$ cat src/rtl/prefix_adder_pipe.sv
// Pipelined Kogge-Stone adder: split stage, log2(WIDTH) prefix levels, then a sum stage.
// Defining PREFIX_ADDER_OVF_EN adds a registered two's-complement overflow output (ovf).

module prefix_adder_pipe #(
  parameter int WIDTH = 16
) (
  input  logic             clk,
  input  logic             reset,
  input  logic             in_valid,
  output logic             in_ready,
  input  logic [WIDTH-1:0] a,
  input  logic [WIDTH-1:0] b,
  input  logic             cin,
  output logic             out_valid,
  input  logic             out_ready,
  output logic [WIDTH-1:0] sum,
  output logic             cout
`ifdef PREFIX_ADDER_OVF_EN
  ,
  output logic             ovf
`endif
);

  localparam int LEVELS = $clog2(WIDTH);

  // Handshake: a beat moves on an edge where valid && ready. in_ready mirrors the global
  // advance, so the whole pipe moves or holds as one. out_valid, sum and cout hold while out_ready=0.
  logic             advance;
  logic             out_valid_d, out_valid_q;
  logic [WIDTH-1:0] sum_d, sum_q;
  logic             cout_d, cout_q;
  logic             ovf_d, ovf_q;

  assign advance  = !out_valid_q || out_ready;
  assign in_ready = advance;

  // Stage taps. Bit 0 of the g/p vectors is carry position -1, which holds cin.
  wire [LEVELS:0][WIDTH:0]   g_s;
  wire [LEVELS:0][WIDTH:0]   p_s;
  wire [LEVELS:0][WIDTH-1:0] praw_s;
  wire [LEVELS:0]            v_s;

  for (genvar k = 0; k <= LEVELS; k++) begin : gen_stage
    logic [WIDTH:0]   g_d, g_q;
    logic [WIDTH:0]   p_d, p_q;
    logic [WIDTH-1:0] praw_d, praw_q;
    logic             vld_d, vld_q;

    if (k == 0) begin : gen_split
      always_comb begin
        vld_d  = vld_q;
        g_d    = g_q;
        p_d    = p_q;
        praw_d = praw_q;
        if (advance) begin
          vld_d  = in_valid;
          g_d    = {a & b, cin};
          p_d    = {a ^ b, 1'b0};
          praw_d = a ^ b;
        end
      end
    end else begin : gen_merge
      localparam int D = 1 << (k - 1);
      // Positions whose low partner would fall below carry position -1 keep their P unchanged.
      localparam logic [WIDTH:0] LOW_MASK = ~({(WIDTH+1){1'b1}} << D);

      always_comb begin
        vld_d  = vld_q;
        g_d    = g_q;
        p_d    = p_q;
        praw_d = praw_q;
        if (advance) begin
          vld_d  = v_s[k-1];
          praw_d = praw_s[k-1];
          g_d    = g_s[k-1] | (p_s[k-1] & (g_s[k-1] << D));
          p_d    = p_s[k-1] & ((p_s[k-1] << D) | LOW_MASK);
        end
      end
    end

    always_ff @(posedge clk) begin
      if (reset) begin
        vld_q <= 1'b0;
      end else begin
        vld_q <= vld_d;
      end
      g_q    <= g_d;
      p_q    <= p_d;
      praw_q <= praw_d;
    end

    assign g_s[k]    = g_q;
    assign p_s[k]    = p_q;
    assign praw_s[k] = praw_q;
    assign v_s[k]    = vld_q;
  end

  // After LEVELS merges the top position still spans only real bits, so cin is folded in here.
  always_comb begin
    out_valid_d = out_valid_q;
    sum_d       = sum_q;
    cout_d      = cout_q;
    ovf_d       = ovf_q;
    if (advance) begin
      out_valid_d = v_s[LEVELS];
      if (v_s[LEVELS]) begin
        sum_d  = praw_s[LEVELS] ^ g_s[LEVELS][WIDTH-1:0];
        cout_d = g_s[LEVELS][WIDTH] | (p_s[LEVELS][WIDTH] & g_s[LEVELS][0]);
        ovf_d  = cout_d ^ g_s[LEVELS][WIDTH-1];
      end else begin
        sum_d  = '0;
        cout_d = 1'b0;
        ovf_d  = 1'b0;
      end
    end
  end

  always_ff @(posedge clk) begin
    if (reset) begin
      out_valid_q <= 1'b0;
      sum_q       <= '0;
      cout_q      <= 1'b0;
      ovf_q       <= 1'b0;
    end else begin
      out_valid_q <= out_valid_d;
      sum_q       <= sum_d;
      cout_q      <= cout_d;
      ovf_q       <= ovf_d;
    end
  end

  assign out_valid = out_valid_q;
  assign sum       = sum_q;
  assign cout      = cout_q;

`ifdef PREFIX_ADDER_OVF_EN
  assign ovf = ovf_q;
  wire unused_ovf = 1'b0;
`else
  wire unused_ovf = ovf_q;
`endif

  // Only the top bit of the final group-propagate vector feeds the result.
  wire unused_p_low = &{1'b0, p_s[LEVELS][WIDTH-1:0]};

endmodule

$ cat config.mk
export PLATFORM = sky130hd
export DESIGN_NAME = prefix_adder_pipe
export DESIGN_NICKNAME = d
export VERILOG_FILES = /design/src/rtl/prefix_adder_pipe.sv
export SDC_FILE = /design/constraint.sdc
export NUM_CORES = 1
export LEC_CHECK = 0
export ABC_AREA = 1
export ABC_CLOCK_PERIOD_IN_PS = 2800
export BUFFER_PORTS_ARGS = -buffer_cell sky130_fd_sc_hd__buf_4
export CORE_ASPECT_RATIO = 1.1
export CORE_MARGIN = 2
export CORE_UTILIZATION = 62
export CTS_BUF_LIST = sky130_fd_sc_hd__clkbuf_4
export DETAILED_ROUTE_END_ITERATION = 10
export PLACE_DENSITY = 0.8
export SETUP_SLACK_MARGIN = 0.4
export SYNTH_ARGS = -nofsm -noshare
export SYNTH_HDL_FRONTEND = slang
export SYNTH_SLANG_ARGS = --single-unit
$ cat constraint.sdc
create_clock -name clk -period 2.8 [get_ports clk]
set_input_delay 0.42 -clock clk [delete_from_list [all_inputs] [get_ports clk]]
set_output_delay 0.42 -clock clk [all_outputs]
set_load 0.03 [all_outputs]
## Word level (Yosys, flattened, before mapping)

Index checks and enable logic that the tools add are counted.

| operators by class | value |
|---|---|
| add/subtract/negate cells | 0 |
| multiply operators | 0 |
| divide/modulo/power cells | 0 |
| $lt $le $gt $ge | 0 |
| equal/unequal tests | 0 |
| shifts and indexed selects | 0 |
| muxes and demuxes | 2 |
| bitwise logic cells | 17 |
| reduce and logical (&&, ||, !) cells | 2 |

Operators with widths:

| cell | count |
|---|---|
| 17-bit bitwise AND | 8 |
| 17-bit bitwise OR | 4 |
| 16-bit XOR | 2 |
| 16-bit bitwise AND | 1 |
| 16-bit two-way mux | 1 |
| 1-bit bitwise AND | 1 |
| 1-bit logical NOT | 1 |
| 1-bit logical OR | 1 |
| 1-bit two-way mux | 1 |
| 1-bit bitwise OR | 1 |

| storage, ports and cells | value |
|---|---|
| flip-flop bits (word level) | 256 |
| bits in latches | 0 |
| memory bits (writable) | 0 |
| ROM bits | 0 |
| bits of input ports | 37 |
| output and inout bits | 19 |
| word-level logic and storage cells | 43 |
| memories kept | 0 |

## Logic depth before layout (Yosys ltp)

| logic depth | value |
|---|---|
| depth after elaboration | 3 |
| depth in mapped cells | 6 |
| depth with buffers taken out | 5 |

## Worst setup path before layout

Ideal clock, no wire load.

| timing path | value |
|---|---|
| kind | reg2reg |
| from | register out_valid_q, in the netlist out_valid |
| to | register sum_q[10], in the netlist sum[10] |
| library setup time | 66 ps |
| data arrival time | 2487 ps |
| data required time | 2734 ps |
| slack | 246 ps |
| stages on the path, launching flop included | 6 |
| path buffers | 1 |
| clock period less this slack | 2554 ps |
| cells stage by stage | dfxtp_1 nand2_4 inv_6 buf_12 nand2_2 a21oi_2 |

| on the way | value |
|---|---|
| cells in the longest elaborated chain, start to end | 2 |

Ends and longest elaborated chain:

| what | RTL line | source |
|---|---|---|
| from (decl) | 29 | `logic out_valid_d, out_valid_q;` |
| from (signal assigned) | 125 | `out_valid_q <= out_valid_d;` |
| 1-bit logical NOT | 34 | `assign advance = !out_valid_q \|\| out_ready;` |
| 1-bit logical OR | 34 |  |
| named net in_ready | 10 | `output logic in_ready,` |
| to (signal assigned) | 126 | `sum_q <= sum_d;` |
| to (decl) | 30 | `logic [WIDTH-1:0] sum_d, sum_q;` |

The timed path passes the listed nets, and every way through them passes these cells.
A chain may end at the register's enable or synchronous reset.

## Worst setup path after layout

| timing path | value |
|---|---|
| from | register out_valid_q, in the netlist out_valid |
| to | output in_ready |

| on the way | value |
|---|---|
| cells in the longest elaborated chain, start to end | 2 |

Ends and longest elaborated chain:

| what | RTL line |
|---|---|
| 1-bit logical NOT | 34 |
| 1-bit logical OR | 34 |
| to (decl) | 10 |

Every way passes these cells.

==> run_results.csv <==
group,metric,value,unit
status,status,"finished clean",
place,dpl.hpwl,7.721,mm
route,post-route-drc-count,0,
cells_and_area,final_nets,698,
cells_and_area,final_cell_area,9519,sq um
die,die_w,113.8,microns
synthesis,synth_edf_count,203,
global_route,grt_pass1_vias,4327,
sta,relSlewSlack,62.39,%
sta,fin_tns_setup,0,ns
synthesis,ys_seq_area_share,79.72,%
global_route,antenna_found_initial,0,
global_route,grt_pass1_wl,19.44,mm
synthesis,synth_top_cell_area_share,74.12,%
cells_and_area,drive_gt1_share,24.26,%
worst_setup_path,path_cells,"nand2_8, buf_4",
synthesis,ys_warn_count,0,
worst_setup_path,slowest_delay,0.49,ns
synthesis,synth.most_common_cell,"edfxtp_1",
worst_setup_path,crit_path_end_kind,"output pin",
synthesis,ys_top_cells_by_count,"edfxtp_1, nand2_1, inv_1, a21o_1, dfxtp_1",
sta,hold_viol,0,
min_path,hp-class,"in2reg",
worst_setup_path,crit_buf_inv,1,
worst_setup_path,cp.arrival,1.67,ns
power_and_ir_drop,ir_drop,0.4895,mV
die,io_pins,56,
route,drtIter0Drc,274,
cells_and_area,syn_to_final_growth,15.75,%
die,core,13100,sq um
sta,drv_slew,0,
sta,tightest_slew,0.5636,ns
place,io_buffer_count,55,
die,row_count,44,
worst_setup_path,path_class,"reg2out",
sta,post-route-period-util,74.52,%
sta,clock_skew,0.01741,ns
cts,cts.sinks,226,
worst_setup_path,slowest_stage,"dfxtp_2",
place,placed_area,8838,sq um
global_route,grt_max_degree,81,
power_and_ir_drop,power_frac_comb,3.8,%
route,first_pass_iters,4,
synthesis,synth-main-ff-cell,"edfxtp_1",
route,dr_wl_met3,625,microns
synthesis,syn_area_per_cell,15.31,sq um
synthesis,synthArstFlopShare,0,%
route,vias,4215,
power_and_ir_drop,switchingPower,0.001422,W
synthesis,synth_nets,590,
sta,max_freq,0.4792,GHz
synthesis,yosysUniqueCellTypes,16,
cts,cts_buffers,51,
power_and_ir_drop,swShare,20.44,%
power_and_ir_drop,power_density,731.1,nW/um^2
route,dr_wl_met2,6.541,mm
worst_setup_path,path_max_fanout,40,
die,die-height,124.8,microns
synthesis,synth_area,8224,sq um
synthesis,syn_inst,537,
sta,setup_viol,0,
sta,fin_crit,2.087,ns
cts,insertion_delay,0.61,ns
cts,cts_tree,"yes",
route,drt-total-wl,12.10,mm
synthesis,ys_ff_latch,226,
cts,postCtsSetupRepairBufs,0,
route,ant_nets,0,
global_route,grt_util_all_layers,17.61,%
synthesis,yosys.area.top_type,"edfxtp_1",
power_and_ir_drop,internal_power,0.005537,W
worst_setup_path,cp-start-kind,"flip-flop",
die,die_area,14200,sq um
cts,root_buffer,"clkbuf_4",
synthesis,synth_area_leaders,"edfxtp_1, nand2_1, dfxtp_1",
worst_setup_path,worstPathRequired,2.38,ns
cts,clock_path_buffers,3,
die,start_util,62.77,%
cts,cts_max_level,2,
global_route,overflow,0,
power_and_ir_drop,seq_power_share,60.2,%
route,wl_met1,4.733,mm
route,wire_per_inst,14.39,microns
cts,clkTransAtPathRegs,0.07,ns
place,placed_cells,751,
sta,rsz0062_at_grt,"false",
power_and_ir_drop,p_leak,4.458,nW
power_and_ir_drop,clkPwrFrac,36.0,%
worst_setup_path,crit_family,"flip-flops",
route,routed.top_layer,"met4",
route,vias_per_cell,5.012,
cells_and_area,diodes,0,
job,drv_cap,0,
place,place_congestion,0.7724,
cells_and_area,final_cells,841,
[cells in the final DEF, fill, tap and decap left out]
master	synthesis	routed
edfxtp_1	203	203
nand2_1	128	128
inv_1	76	76
clkbuf_4	0	73
buf_4	0	56
a21o_1	50	50
dfxtp_1	23	22
ha_1	16	16
a21oi_2	15	15
clkinv_1	0	11
nand2_2	10	10
a21oi_1	8	8
bufinv_16	0	2
buf_12	1	2
nand2_8	0	1
a21oi_4	1	1
inv_6	1	1
clkinv_2	0	1
inv_2	0	1
nand2_4	1	1
dlygate4sd3_1	0	1
dfxtp_2	0	1
[worst paths after layout]
path	from	endpoint	slack, ns	cells after the start
max	out_valid	in_ready	0.71	2
min	in_valid	gen_stage[0].vld_q	0.07	3
max reg2reg	out_valid	gen_stage[1].g_q[13]	1.37	2
min reg2reg	gen_stage[3].praw_q[7]	gen_stage[4].praw_q[7]	0.41	0
[per-layer routing]
layer  vias to the layer above  track usage [%]
met4                         0            7.317
met2                       110            30.64
met3                        20            5.547
li1                       2099                -
met1                      1986            20.04
met5                         -                0
[flip-flops by register name, indices dropped and copies added (netlist names)]
signal,count
gen_stage.g_q,85
gen_stage.praw_q,64
out_valid,1
sum,16
gen_stage.p_q,54
cout,1
gen_stage.vld_q,5
[area by class of cell]
type	count	area, sq um
Timing Repair Buffer	59	470.5
Clock inverter	15	110.1
Sequential cell	226	6558
Fill cell	818	3583
Multi-Input combinational cell	230	1338
Tap cell	161	201.4
Inverter	77	294.0
Clock buffer	73	548.0
[power groups by stage]
stage / Combinational, W / Sequential, W / Clock (W)
detailed placement: 0.000260 / 0.00426 / 0
CTS: 0.000266 / 0.00419 / 0.00257
global route: 0.000305 / 0.00422 / 0.00274
floorplan: 0.000171 / 0.00419 / 0
global placement: 0.000243 / 0.00424 / 0
finish: 0.000262 / 0.00419 / 0.00251
[repair_timing]
item / CTS / global route
endpoints found under the hold margin: 1 / 0
resized for setup: 0 / 1
setup endpoints to repair: 0 / 1
hold buffers: 1 / 0
[metrics by stage]
stage               hold slack [ns]  worst slack (ns)  power (W)  utilization, %
floorplan                    0.4003            0.7060   0.004360               -
global placement             0.4006            0.9332   0.004483           67.46
detailed placement           0.4045            0.8910   0.004521           67.46
CTS                         0.02907            0.4512   0.007030           72.56
global route                0.01559            0.6121   0.007267           72.65
finish                      0.06839            0.7133   0.006959           72.65
[worst register-to-register path: cells and delay by family, from the launching register on]
family                 cells  cell delay (ns)
DFF                        1             0.40
buffers and inverters      1             0.36
and+or+nand+nor            1             0.30
[cells by family after synthesis]
group           after synthesis  share of synthesized area [%]
compound gates               74                          6.846
flops                       226                          79.72
fa+ha+maj                    16                          2.434
buf+inv                      82                          4.260
simple gates                139                          6.740
No activity file was read; power rests on OpenSTA's default activity.
